### config.mk
export PLATFORM = sky130hd
export DESIGN_NAME = scroll_sequencer
export DESIGN_NICKNAME = d
export VERILOG_FILES = /design/src/rtl/scroll_sequencer.sv
export SDC_FILE = /design/constraint.sdc
export NUM_CORES = 1
export LEC_CHECK = 0
export CORE_MARGIN = 2
export CORE_UTILIZATION = 25
export DETAILED_ROUTE_END_ITERATION = 7
export SETUP_SLACK_MARGIN = 0.02
export SYNTH_ARGS = -nofsm -noshare
export SYNTH_HDL_FRONTEND = slang
export SYNTH_SLANG_ARGS = --single-unit
export TNS_END_PERCENT = 50
### constraint.sdc
create_clock -name clk -period 4.4 [get_ports clk]
set_input_delay 0.44 -clock clk [delete_from_list [all_inputs] [get_ports clk]]
set_output_delay 0.44 -clock clk [all_outputs]
set_load 0.01 [all_outputs]
### src/rtl/scroll_sequencer.sv
// rtl/scroll_sequencer.sv - run/pause/step/stop sequencer for the scrolling window counter
module scroll_sequencer #(
  parameter int BASE_DIV   = 6250000,
  parameter int MSG_LEN    = 12,
  parameter int LOOPS      = 3,
  parameter int INIT_SPEED = 1
) (
  input  logic       clk,
  input  logic       rst,
  input  logic       start_p,
  input  logic       stop_p,
  input  logic       pause_p,
  input  logic       step_p,
  input  logic       speed_up_p,
  input  logic       speed_dn_p,
  input  logic [3:0] win_idx,
  output logic       tick_slide,
  output logic       scroll_en,
  output logic       done,
  output logic [1:0] state,
  output logic [1:0] speed,
  output logic [7:0] loop_cnt
);

  localparam int PW = $clog2(8 * BASE_DIV);
  localparam logic [PW:0] BD = (PW + 1)'(BASE_DIV);

  typedef enum logic [1:0] {IDLE = 2'd0, RUN = 2'd1, PAUSE = 2'd2, DONE = 2'd3} state_t;

  state_t        st_q, st_d;
  logic [PW-1:0] presc_q, presc_d;
  logic [PW:0]   period_m1;
  logic [1:0]    speed_d;
  logic [7:0]    loop_d;
  logic          tick_d, step_d, wrap, last_loop, up_ok, dn_ok, at_last;

  assign state = st_q;

  always_comb begin
    period_m1 = (BD << (2'd3 - speed)) - 1'b1;
    at_last   = ({1'b0, presc_q} == period_m1);
    up_ok     = speed_up_p && !speed_dn_p && (speed != 2'd3);
    dn_ok     = speed_dn_p && !speed_up_p && (speed != 2'd0);
    wrap      = tick_slide && scroll_en && (win_idx == 4'(MSG_LEN - 1));

    st_d    = st_q;
    presc_d = presc_q;
    speed_d = speed;
    loop_d  = loop_cnt;
    tick_d  = 1'b0;
    step_d  = 1'b0;

    if (wrap && loop_cnt != 8'hff)
      loop_d = loop_cnt + 8'd1;
    last_loop = wrap && (LOOPS != 0) && (loop_d == 8'(LOOPS));

    case (st_q)
      IDLE, DONE: begin
        presc_d = '0;
        if (start_p) begin
          st_d   = RUN;
          loop_d = 8'd0;
        end
      end
      RUN: begin
        if (last_loop)
          st_d = DONE;
        else if (pause_p)
          st_d = PAUSE;
        else if (at_last) begin
          presc_d = '0;
          tick_d  = 1'b1;
        end else
          presc_d = presc_q + 1'b1;
      end
      PAUSE: begin
        if (last_loop)
          st_d = DONE;
        else if (pause_p)
          st_d = RUN;
        else if (step_p)
          step_d = 1'b1;
      end
      default: st_d = IDLE;
    endcase

    if (stop_p) begin
      st_d    = IDLE;
      presc_d = '0;
      tick_d  = 1'b0;
      step_d  = 1'b0;
    end

    // A real speed change restarts the period; a saturated request is a no-op
    if (up_ok || dn_ok) begin
      speed_d = up_ok ? speed + 2'd1 : speed - 2'd1;
      presc_d = '0;
      tick_d  = 1'b0;
    end
  end

  always_ff @(posedge clk or posedge rst) begin
    if (rst) begin
      st_q       <= IDLE;
      presc_q    <= '0;
      speed      <= 2'(INIT_SPEED);
      loop_cnt   <= 8'd0;
      tick_slide <= 1'b0;
      scroll_en  <= 1'b0;
      done       <= 1'b0;
    end else begin
      st_q       <= st_d;
      presc_q    <= presc_d;
      speed      <= speed_d;
      loop_cnt   <= loop_d;
      tick_slide <= tick_d || step_d;
      scroll_en  <= (st_d == RUN) || step_d;
      done       <= (st_d == DONE);
    end
  end

endmodule

==> results.md, run 1 <==
- Pin count of the biggest net entering global routing: 42
- Post-CTS Hold Fix Bufs: 0
- Hold crit path type: reg2reg
- Syn nets: 354
- FF-to-FF Start: loop_cnt[0]
- Reg2reg end: presc_q[20]
- Count of cells resized by post-cts repair: 0
- RePlAce Congestion: 0.8656
- Initial antenna violation count: 0
- Register area share after synthesis: 0.3670
- Count of pins over their slew limit: 0
- WL final: 7.706 mm
- Port Buf Inserts: 26
- Commonest cells after routing, fill and taps aside: dfrtp_1, nand2_1, nor2_1
- Max frequency: 297.6 MHz
- Ys flop type: dfrtp_1
- Endpoints failing setup: 0
- Final worst path period share: 0.7638
- Die Height: 109.8 um
- Worst-case hold path end point: presc_q[0]
- # clock sinks: 41
- CP Data Arrival Time: 3.51 ns
- Number of global-route vias before repair: 2,587
- Final hold vios: 0
- Mapped Avg Cell Area: 8.305 um^2
- Width of the die: 109.8 um
- GRT Resource Usage Total: 0.1315
- Gr ovfl total: 0
- Synthesized cell area: 0.002799 mm^2
- WL/cell: 15.38 um
- CTS tree: done
- Setup Buffers After CTS: 0
- Crit path max-delay family: compound AO/OA/AOI/OAI gates
- Commonest non-fill, non-tap cell in the layout: dfrtp_1
- IR drop worst, VDD: 0.08874 mV
- Startpoint types: flop
- Number of cells on the worst hold path: 1
- CP max stage delay: 0.74 ns
- Highest-delay cell along the critical path: o21ai_1
- Die ar.: 0.01206 mm^2
- Synth top area share: 0.3576
- Netlist cell types: 56
- Ys Warns: 0
- Max Fanout on Critical Path: 12
- Buffers & Inverters on Critical Path: 0
- RSZ-0062 raised after global routing: false
- N_diodes: 0
- Drt first-iter violations: 228
- Run status: complete, no violations
- DRC Markers: 0
- Leak: 1.274 nW
- Worst R2R Path Depth: 8
- Skew final: 0.003506 ns
- Longest Clk Path Bufs: 2
- Fill cells: 1,158
- Post-synth EDFFs: 0
- Clock latency on the worst-skew pair: 0.30 ns
- Cells after Synth: 337
- Initial core utilization: 0.2571
- Final WS setup: 1.039 ns
- Setup TNS: 0 ns
- CTS Buf Count: 5
- Clock-pin slew on the worst setup and hold paths: 0.08 ns
- TritonRoute pass-1 iters: 4
- Ports: 27
- Site Rows: 38
- Worst hold slack: 0.5239 ns
- Max Cap Viol: 0
- CP Capture Type: flop
- Hold Startpoint: presc_q[0]
- Area growth from synthesis to layout: 17.52%
- Share of cells above drive strength 1: 0.05817
- H-tree levels: 2
- First-pass GRT wire length: 12.67 mm
- Final nets: 377
- Cell mode on critical path: o211ai_1
- Routed via count: 2,749
- Total power: 0.7898 mW
- Critical path, cell by cell: ha_1 -> nand3_1 -> o211ai_1 -> mux2i_1 -> o211ai_1 -> o211a_1 -> o21ai_1 -> o22ai_1
- Type of the worst setup path: reg2reg
- R2R setup slack: 1.04 ns
- Seq cells post-synth: 41
- Worst Path Required: 4.55 ns
- Slew @ Worst Pin: 0.8353 ns
- Vias per cell: 5.487
- Minimum clock period: 3.361 ns
- DRT antenna net count: 0
- Core area: 0.01089 mm^2
- Dpl ws: 1.092 ns
- Clk root buf: clkbuf_8
- Asr flop ratio synth: 1.000
- Pwr dens: 240.1 mW/mm^2
- Synth area leader: dfrtp_1
- HPWL after DPL: 5.414 mm
- Top post-synthesis cells by area: dfrtp_1, o22ai_1, a21oi_1
- Slew headroom: 0.4394
## per-layer routing
layer	wire, um	vias up	GRT usage	share of wire
met2	3464	111	0.2011	0.45
met3	449	15	0.01897	0.058
met1	3635	1312	0.1825	0.47
li1	-	1311	-	-
met5	0	-	0	0
met4	157	0	0.05967	0.020
## synth_stat cells, drive strengths merged (3+ instances only)
| library cell | count |
|---|---|
| and2 | 3 |
| a22o | 9 |
| o22ai | 20 |
| and4b | 3 |
| and3 | 3 |
| dfrtp | 40 |
| nor2 | 27 |
| nand4 | 9 |
| a21oi | 23 |
| inv | 20 |
| nor3 | 10 |
| ha | 5 |
| nor2b | 8 |
| mux2i | 5 |
| nand2b | 8 |
| o21ai | 13 |
| a22oi | 3 |
| a31oi | 4 |
| and4 | 5 |
| buf | 4 |
| clkbuf | 11 |
| nand3 | 21 |
| nor4 | 3 |
| nand2 | 31 |
| o211ai | 8 |
| or3 | 7 |
| xor2 | 4 |
| nor4bb | 4 |
## report_power, final
group / switching (mW) / internal [mW]
Combinational: 0.0839 / 0.0605
Clock: 0.135 / 0.110
Sequential: 0.0157 / 0.384
## cell families (layout without fill, tap and decap cells)
group	count (synthesis)	after routing	share of synthesized area
multiplexers	5	5	0.01788
adder cells (fa/ha/maj)	5	5	0.02235
flip-flops	41	41	0.3670
AND/OR/NAND/NOR	149	149	0.2946
buffers and inverters	35	59	0.05007
AO/OA/AOI/OAI	98	98	0.2356
XOR/XNOR	4	4	0.01252
## how the worst max path moves through the flow
stage / startpoint / to / slack (ns) / depth (start not counted)
global placement: win_idx[1] / presc_q[7] / 1.15 / 8
floorplan: speed[0] / presc_q[5] / 1.46 / 11
finish: loop_cnt[0] / presc_q[20] / 1.04 / 8
global route: loop_cnt[0] / presc_q[20] / 0.77 / 8
CTS: loop_cnt[0] / presc_q[7] / 1.07 / 8
detailed placement: loop_cnt[0] / presc_q[7] / 1.09 / 8
## sequential cells by signal, indices dropped and copies added, names as in the netlist
name / cells
loop_cnt: 8
done: 1
tick_slide: 1
presc_q: 26
state: 2
speed: 2
scroll_en: 1
## final cells by class
class                           count  area [um^2]  area share
Clock inverter                      2        10.01    0.003043
Clock buffer                        6        72.57     0.02206
Inverter                           20        75.07     0.02282
Tap cell                          140        175.2     0.05325
Timing Repair Buffer               31        297.8     0.09053
Multi-Input combinational cell    261         1632      0.4960
Sequential cell                    41         1027      0.3123
## worst register-to-register path: stages, from the launching register on
cell	delay, ns
dfrtp_1	0.44
ha_1	0.36
nand3_1	0.22
o211ai_1	0.35
mux2i_1	0.33
o211ai_1	0.16
o211a_1	0.42
o21ai_1	0.75
o22ai_1	0.19
## per-stage QoR
stage	area (um^2)	utilization	std cells
after floorplan	2799	-	337
after global routing	3289	0.3021	501
after global placement	3207	0.2945	493
after detailed placement	3207	0.2945	493
final	3289	0.3021	501
after CTS	3289	0.3021	501
(Power assumes the default switching activity.)
==> inputs of run 2 (changes only) <==
clock period = 3.35 ns   (was 4.4 ns; I/O delays follow)
==> results.md, run 2 (synthesized netlist as in run 1, its figures left out) <==
- WL/cell: 14.76 um
- Top flop regs: presc_q x26, loop_cnt x8
- Commonest non-fill, non-tap cell in the layout: dfrtp_1
- DRT antenna net count: 0
- CP Capture Type: flop
- Int Power: 0.8314 mW
- R2R setup slack: 0.40 ns
- Initial core utilization: 0.2571
- Final core area utilization: 0.3095
- Number of global-route vias before repair: 2,473
- DRC Markers: 0
- Count of cells resized by post-cts repair: 0
- Area growth from synthesis to layout: 20.38%
- Sw frac: 0.2729
- Count of pins over their slew limit: 0
- Pwr dens: 339.4 mW/mm^2
- GRT Resource Usage Total: 0.1260
- Drt first-iter violations: 331
- Routed via count: 2,753
- # clock sinks: 41
- Slew headroom: 0.5393
- Fill cells: 1,148
- Ports: 27
- WL final: 7.453 mm
- Clk root buf: clkbuf_8
- Max frequency: 338.9 MHz
- N_diodes: 0
- Vias per cell: 5.451
- DP Area: 0.003249 mm^2
- Site Rows: 38
- Max reg flops: 26
- Longest Clk Path Bufs: 2
- Max Cap Viol: 0
- HPWL after DPL: 5.416 mm
- Final nets: 381
- FF+latch area: 0.001027 mm^2
- Combinational Power Share: 0.169
- Leak: 1.312 nW
- TritonRoute pass-1 iters: 5
- P_sw: 0.3121 mW
- Skew final: 0.009330 ns
- Core area: 0.01089 mm^2
- Max Fanout on Critical Path: 25
- Worst R2R Path Depth: 11
- H-tree levels: 2
- Post-CTS Hold Fix Bufs: 0
- Width of the die: 109.8 um
- First-pass GRT wire length: 12.08 mm
- CP Data Arrival Time: 3.13 ns
- IR drop worst, VDD: 0.1721 mV
- Clock latency on the worst-skew pair: 0.30 ns
- FF-to-FF Start: speed[1]
- Reg2reg end: presc_q[7]
- Run status: complete, no violations
- Port Buf Inserts: 26
- Commonest cells after routing, fill and taps aside: dfrtp_1, nand2_1, nor2_1
- Critical path startpoint: speed[1]
- Initial antenna violation count: 0
- Clk pwr share: 0.371
- Die ar.: 0.01206 mm^2
- RSZ-0062 raised after global routing: false
- Sequential power share: 0.460
- CTS Buf Count: 5
- Post-route cell area: 0.003369 mm^2
- Hold crit path type: in2async
- CTS tree: done
- Startpoint types: flop
- Clock-pin slew on the worst setup and hold paths: 0.08 ns
- Die Height: 109.8 um
- Multi-input logic area: 0.001632 mm^2
- Final hold vios: 0
- Minimum clock period: 2.950 ns
- Type of the worst setup path: reg2reg
- Slew @ Worst Pin: 0.6911 ns
- Setup Buffers After CTS: 0
- Share of cells above drive strength 1: 0.07123
- Final worst path period share: 0.8807
- Worst Path Required: 3.53 ns
- Endpoints failing setup: 0
- Gr ovfl total: 0
- Top reg by flops: presc_q
- Pin count of the biggest net entering global routing: 42
- Setup TNS: 0 ns
- RePlAce Congestion: 0.8376
run 2: cell types whose count changed in the layout (fill, tap and decap cells not counted):
cell	change
clkbuf_8	+1
clkinv_2	-2
o21ai_1	+1
buf_12	+1
buf_4	+3
clkbuf_1	-1
bufinv_16	+1
clkinvlp_4	+1
o21ai_0	-1
run 2: metal layers:
layer  global-route usage  vias up  wire (um)
met5                    0        -          0
met4              0.03255        0         99
met3              0.02727        9        421
met2               0.2073       96       3504
met1               0.1672     1333       3426
li1                     -     1315          -
run 2: power groups by stage:
stage	Sequential [mW]	Combinational (mW)	Clock, mW
2_1_floorplan	0.526	0.125	0
3_3_place_gp	0.534	0.192	0
3_5_place_dp	0.535	0.193	0
4_1_cts	0.526	0.194	0.441
5_1_grt	0.529	0.213	0.460
6_report	0.526	0.193	0.424
run 2: worst max-delay path, cell delays in order (launching register included):
cell	delay, ns
dfrtp_1	0.64
nand2b_1	0.18
ha_1	0.32
xor2_1	0.15
o211ai_1	0.11
a2111o_1	0.38
o31ai_2	0.28
buf_12	0.21
inv_2	0.11
o21ai_1	0.13
buf_4	0.21
o22ai_1	0.10
run 2: cell type report:
type | instances | share of cell area
clock buffers | 6 | 0.02451
flip-flops and latches | 41 | 0.3049
well taps | 140 | 0.05199
multi-input cells | 261 | 0.4842
clock inverters | 2 | 0.01114
inverters | 20 | 0.02228
repair buffers | 35 | 0.1010
run 2: worst max path at each step:
stage,to,cells after the start
6_report,presc_q[7],11
5_1_grt,presc_q[7],11
4_1_cts,presc_q[7],11
3_5_place_dp,presc_q[7],11
3_3_place_gp,presc_q[20],11
2_1_floorplan,presc_q[5],11
run 2: through the flow:
| stage | setup slack, ns | std cells | hold slack, ns | power (mW) |
|---|---|---|---|---|
| 3_5_place_dp | 0.4558 | 497 | 0.5005 | 0.7281 |
| 6_report | 0.3995 | 505 | 0.4745 | 1.143 |
| 4_1_cts | 0.4180 | 505 | 0.4995 | 1.161 |
| 3_3_place_gp | 0.4789 | 497 | 0.4955 | 0.7262 |
| 5_1_grt | 0.2090 | 505 | 0.5375 | 1.201 |
| 2_1_floorplan | 0.4059 | 337 | 0.3872 | 0.6514 |
